`config.mk`:
```
export PLATFORM = sky130hd
export DESIGN_NAME = pacman_move_ctrl
export DESIGN_NICKNAME = d
export VERILOG_FILES = /design/src/rtl/pacman_move_ctrl.sv
export SDC_FILE = /design/constraint.sdc
export NUM_CORES = 1
export LEC_CHECK = 0
export ABC_AREA = 1
export ABC_CLOCK_PERIOD_IN_PS = 2200
export CAP_MARGIN = 20
export CORE_UTILIZATION = 54
export DETAILED_ROUTE_END_ITERATION = 10
export PLACE_DENSITY = 0.78
export SYNTH_ARGS = -nofsm -noshare
export SYNTH_HDL_FRONTEND = slang
export SYNTH_SLANG_ARGS = --single-unit
```
`constraint.sdc`:
```
create_clock -name clk -period 2.2 [get_ports clk]
set_input_delay 0.44 -clock clk [delete_from_list [all_inputs] [get_ports clk]]
set_output_delay 0.44 -clock clk [all_outputs]
set_load 0.005 [all_outputs]
```
`src/rtl/pacman_move_ctrl.sv`:
```
// Pac-Man movement controller: probes the four neighbours on every move tick,
// then applies the buffered turn or keeps the heading, stepping one pixel.
module pacman_move_ctrl #(
  parameter int START_X       = 51,
  parameter int START_Y       = 3,
  parameter int X_MAX         = 319,
  parameter int Y_MAX         = 239,
  parameter bit WRAP_EN       = 1'b1,
  parameter int PROBE_TIMEOUT = 16
) (
  input  logic       clk,
  input  logic       resetn,
  input  logic       move_tick,
  input  logic [3:0] key_n,
  output logic       probe_start,
  output logic [8:0] probe_x,
  output logic [8:0] probe_y,
  input  logic       probe_done,
  input  logic [3:0] walls_blocked,
  output logic [8:0] pac_x,
  output logic [8:0] pac_y,
  output logic [3:0] cur_dir,
  output logic       moved,
  output logic       busy,
  output logic       tick_missed,
  output logic       probe_err
);

  localparam int CW = $clog2(PROBE_TIMEOUT + 1);

  typedef enum logic [1:0] {IDLE, REQ, WAIT, APPLY} state_t;

  state_t          state_q, state_d;
  logic [8:0]      pac_x_q, pac_x_d, pac_y_q, pac_y_d;
  logic [8:0]      probe_x_q, probe_x_d, probe_y_q, probe_y_d;
  logic [3:0]      cur_dir_q, cur_dir_d, desired_q, desired_d;
  logic [3:0]      walls_q, walls_d;
  logic [CW-1:0]   cnt_q, cnt_d;
  logic            moved_q, moved_d, tick_missed_q, tick_missed_d;

  logic [3:0]      key_dir, move_dir;
  logic            take_des, take_cur, timeout;
  logic [8:0]      nx, ny;

  // A probe_done arriving in the timeout cycle takes precedence.
  assign timeout = (state_q == WAIT) && (cnt_q == CW'(PROBE_TIMEOUT)) && !probe_done;

  always_comb begin
    key_dir = 4'b0000;
    if      (!key_n[3]) key_dir = 4'b1000;
    else if (!key_n[2]) key_dir = 4'b0100;
    else if (!key_n[1]) key_dir = 4'b0010;
    else if (!key_n[0]) key_dir = 4'b0001;
  end

  assign take_des = (desired_q != 4'b0000) && ((desired_q & walls_q) == 4'b0000);
  assign take_cur = !take_des && (cur_dir_q != 4'b0000) && ((cur_dir_q & walls_q) == 4'b0000);
  assign move_dir = take_des ? desired_q : (take_cur ? cur_dir_q : 4'b0000);

  // Edge handling: horizontal may wrap through the tunnel, vertical always clamps.
  always_comb begin
    nx = pac_x_q;
    ny = pac_y_q;
    if (move_dir[3]) begin
      if (pac_x_q != 9'd0)  nx = pac_x_q - 9'd1;
      else if (WARP_OK())   nx = 9'(X_MAX);
    end else if (move_dir[2]) begin
      if (pac_x_q != 9'(X_MAX)) nx = pac_x_q + 9'd1;
      else if (WARP_OK())       nx = 9'd0;
    end else if (move_dir[1]) begin
      if (pac_y_q != 9'd0) ny = pac_y_q - 9'd1;
    end else if (move_dir[0]) begin
      if (pac_y_q != 9'(Y_MAX)) ny = pac_y_q + 9'd1;
    end
  end

  function automatic logic WARP_OK();
    return WRAP_EN;
  endfunction

  always_ff @(posedge clk or negedge resetn) begin
    if (!resetn) state_q <= IDLE;
    else         state_q <= state_d;
  end

  always_comb begin
    state_d = state_q;
    case (state_q)
      IDLE:    if (move_tick) state_d = REQ;
      REQ:     state_d = WAIT;
      WAIT:    if (probe_done || timeout) state_d = APPLY;
      APPLY:   state_d = IDLE;
      default: state_d = IDLE;
    endcase
  end

  always_comb begin
    probe_start = (state_q == REQ);
    busy        = (state_q != IDLE);
    probe_err   = timeout;
  end

  always_comb begin
    pac_x_d       = pac_x_q;
    pac_y_d       = pac_y_q;
    probe_x_d     = probe_x_q;
    probe_y_d     = probe_y_q;
    cur_dir_d     = cur_dir_q;
    desired_d     = desired_q;
    walls_d       = walls_q;
    cnt_d         = cnt_q;
    moved_d       = 1'b0;
    tick_missed_d = tick_missed_q | (move_tick && (state_q != IDLE));
    case (state_q)
      IDLE: begin
        if (move_tick) begin
          probe_x_d = pac_x_q;
          probe_y_d = pac_y_q;
        end
      end
      REQ: cnt_d = '0;
      WAIT: begin
        if (probe_done)   walls_d = walls_blocked;
        else if (timeout) walls_d = 4'b1111;
        else              cnt_d   = cnt_q + CW'(1);
      end
      APPLY: begin
        pac_x_d = nx;
        pac_y_d = ny;
        moved_d = (nx != pac_x_q) || (ny != pac_y_q);
        if (take_des) begin
          cur_dir_d = desired_q;
          desired_d = 4'b0000;
        end else if (!take_cur) begin
          cur_dir_d = 4'b0000;
        end
      end
      default: ;
    endcase
    // A key held during APPLY re-arms the turn buffer after consumption.
    if (key_dir != 4'b0000) desired_d = key_dir;
  end

  always_ff @(posedge clk or negedge resetn) begin
    if (!resetn) begin
      pac_x_q       <= 9'(START_X);
      pac_y_q       <= 9'(START_Y);
      probe_x_q     <= 9'(START_X);
      probe_y_q     <= 9'(START_Y);
      cur_dir_q     <= 4'b0000;
      desired_q     <= 4'b0000;
      walls_q       <= 4'b0000;
      cnt_q         <= '0;
      moved_q       <= 1'b0;
      tick_missed_q <= 1'b0;
    end else begin
      pac_x_q       <= pac_x_d;
      pac_y_q       <= pac_y_d;
      probe_x_q     <= probe_x_d;
      probe_y_q     <= probe_y_d;
      cur_dir_q     <= cur_dir_d;
      desired_q     <= desired_d;
      walls_q       <= walls_d;
      cnt_q         <= cnt_d;
      moved_q       <= moved_d;
      tick_missed_q <= tick_missed_d;
    end
  end

  assign pac_x       = pac_x_q;
  assign pac_y       = pac_y_q;
  assign probe_x     = probe_x_q;
  assign probe_y     = probe_y_q;
  assign cur_dir     = cur_dir_q;
  assign moved       = moved_q;
  assign tick_missed = tick_missed_q;

endmodule

```
==> impl_metrics.py <==
metrics = {
    "outcome": {
        "status": "complete, no violations",
    },
    "floorplan": {
        "coreArea_um2": 6061,
        "ios": 57,
        "die-area_um2": 6781,
        "row_count": 28,
        "start_util_pct": 57.51,
        "fp.dieW_um": 82.35,
        "die_y_um": 82.35,
    },
    "sta": {
        "finalSetupTns_ns": 0,
        "skew_ns": 0.005772,
        "rsz0062_at_grt": "no",
        "maxSlewViolCount": 0,
        "setup_viol_count_final": 0,
        "finalHoldViolations": 0,
        "tightest_slew_ns": 0.5117,
        "slew_headroom_pct": 65.68,
        "period_share_pct": 93.52,
        "postLayoutSetupSlackWorst_ns": 0.1425,
        "hold_ws_ns": 0.05482,
        "max_freq_mhz": 486.0,
        "period_minus_slack_ns": 2.058,
    },
    "detailed_routing": {
        "ant_nets": 0,
        "dr.pass1.iters": 5,
        "wire_per_inst_um": 13.45,
        "drt_wl_total_um": 8341,
        "dr_total_vias": 3335,
        "vias_per_cell": 5.379,
        "drc": 0,
        "drt_iter0_markers": 202,
    },
    "global_routing": {
        "grt_first_pass_wirelength_um": 14030,
        "grt_max_degree": 37,
        "antenna_found_initial": 0,
        "grt_use_total_pct": 27.75,
        "overflow": 0,
        "grt_pass1_vias": 3043,
    },
    "synth": {
        "synth_area_um2": 3486,
        "synthTopCellsByCount": "nand2_1, nand3_1, inv_1, dfrtp_1, o21ai_0",
        "synth_top_area_cell": "dfrtp_1",
        "ys_top_cells_by_area": "dfrtp_1, nand2_1, dfstp_2, nand3_1, o21ai_0",
        "synth.most_common_cell": "nand2_1",
        "synth_top_family_by_area": "simple AND/OR/NAND/NOR gates",
        "syn_avg_cell_area_um2": 7.277,
        "synth_simple_gate_area_share_pct": 35.36,
        "synthFlopType": "dfrtp_1",
        "synth_edf_count": 0,
        "synth_warnings": 0,
        "ys_seq_area_share_pct": 41.35,
        "synth_mux_area_share_pct": 0,
        "synth_xor_area_share_pct": 1.256,
        "synth_compound_area_share_pct": 10.05,
        "synth_top_area_share_pct": 32.30,
        "syn_nets": 501,
        "syn_inst": 479,
        "ys_ff_latch": 57,
        "synthAdderAreaFrac_pct": 3.589,
        "async_flop_share_pct": 100.0,
        "yosysUniqueCellTypes": 35,
    },
    "critical_path": {
        "cp-start-kind": "register",
        "worst-endpoint-required_ns": 1.76,
        "crit_arrival_ns": 1.62,
        "path_class": "register to output pin",
        "path_cells": "inv_2 -> ha_2 -> nand2_1 -> nor2_1 -> nand3_1 -> nor2_2 -> dlygate4sd2_1",
        "max_stage_delay_ns": 0.40,
        "cpMaxStageDelayCell": "dfrtp_1",
        "critPathMaxFanout": 3,
        "end_kind": "output pin",
    },
    "clocking": {
        "holdBufCountCts": 0,
        "cts_made_buffers": 9,
        "clk_latency_ns": 0.33,
        "root_buffer": "clkbuf_8",
        "cts_num_sinks": 57,
        "htreeDepth": 3,
        "cts_tree": "built",
        "cts_max_path_buffers": 2,
        "clk_pin_slew_worst_paths_ns": 0.07,
    },
    "power": {
        "ir_drop_mv": 0.7813,
        "leakage_nw": 2.033,
        "cellPowerDensity_nw_per_um2": 1422,
    },
    "layout": {
        "nFillCells": 494,
        "area.growth.synth_to_final_pct": 23.98,
        "drive_gt1_share_pct": 11.19,
        "nNetsFinal": 562,
        "antenna_cells": 0,
    },
    "place": {
        "io_buffers": 56,
        "dp_slack_ns": 0.1215,
        "place_hpwl_um": 6121,
        "routabilityCongestion": 0.9501,
    },
    "min_path": {
        "hold_class": "input port to async pin",
    },
    "flow_run": {
        "maxCapViolCount": 0,
    },
}
[what timing repair did]
item                                    in CTS  in global routing
buffers inserted                             2                  0
endpoints found under the setup margin       1                  0
gates resized for setup                      4                  0
[power breakdown]
part | leakage [nW] | total (mW) | switching [mW] | internal (mW)
Sequential | 0.699 | 1.98 | 0.458 | 1.53
Combinational | 1.23 | 3.14 | 1.77 | 1.37
Clock | 0.107 | 1.02 | 0.405 | 0.615
[metal layers]
layer  global-route usage (%)  wire, µm  vias to the layer above
li1                         -         -                     1672
met1                    37.25      3882                     1540
met2                    44.46      3921                      101
met3                    3.846       354                       22
met4                    12.46       183                        0
met5                        0         0                        -
[state kept, by name, indices dropped and copies added, names as in the netlist]
register	flops
pac_x	9
pac_y	9
probe_x	9
probe_y	9
cnt_q	5
cur_dir	4
desired_q	4
walls_q	4
state_q	2
moved	1
tick_missed	1
[per-stage QoR]
| step | instance area [µm²] | instances | total power [mW] | util (%) |
|---|---|---|---|---|
| CTS | 4322 | 620 | 6.160 | 71.30 |
| global placement | 4095 | 602 | 4.982 | 67.57 |
| floorplan | 3486 | 479 | 3.895 | - |
| global route | 4322 | 620 | 6.692 | 71.30 |
| finish | 4322 | 620 | 6.147 | 71.30 |
| detailed placement | 4095 | 602 | 5.091 | 67.57 |
[worst max-delay path, delay by kind of cell (launching register included)]
family | cells | cell delay (ns)
DFF | 1 | 0.40
and+or+nand+nor | 4 | 0.38
buffers and inverters | 2 | 0.32
adders and majority gates | 1 | 0.18
[placed cells by master (no fill, tap or decap), types with 2 or more instances in the layout]
cell	count
clkbuf_8	12
xor2_1	4
ha_1	9
nand2_2	5
inv_2	3
dfstp_2	12
nand3b_1	4
nand3_2	3
clkbuf_1	2
nand3_1	54
o21ai_1	7
nor2_1	36
o21ai_0	44
o22a_1	4
clkdlybuf4s50_1	54
dfrtp_1	45
a21oi_1	4
nor2_4	2
nor2_2	5
nor3b_1	2
nand2_4	3
nand4_1	7
inv_1	48
nand2_1	147
nor3_1	6
buf_4	8
inv_4	2
[cell families (layout without fill, tap and decap cells)]
logic type      count (synthesis)  in the layout
simple gates                  275            275
buf+inv                        68            134
compound gates                 64             64
flops                          57             57
fa+ha+maj                      10             10
xor+xnor                        5              5
[worst paths after layout]
path,startpoint,end,slack (ns),depth (start not counted)
min in group clk,tick_missed,tick_missed,0.48,1
hold reg to reg,tick_missed,tick_missed,0.48,1
setup reg to reg,cnt_q[0],cnt_q[4],0.16,13
max in group asynchronous,resetn,probe_x[4],1.46,2
setup / recovery,state_q[0],probe_err,0.14,7
hold / removal,resetn,state_q[0],0.05,1
[cell type report]
type | instances | area [µm²] | area share, %
inverter | 54 | 207.7 | 4.806
sequential | 57 | 1441 | 33.35
clock buffer | 14 | 172.7 | 3.995
multi-input combinational | 354 | 1757 | 40.65
clock inverter | 2 | 35.03 | 0.8107
tap | 75 | 93.84 | 2.171
timing repair buffer | 64 | 614.3 | 14.22
Power figures use the tool's default switching activity.
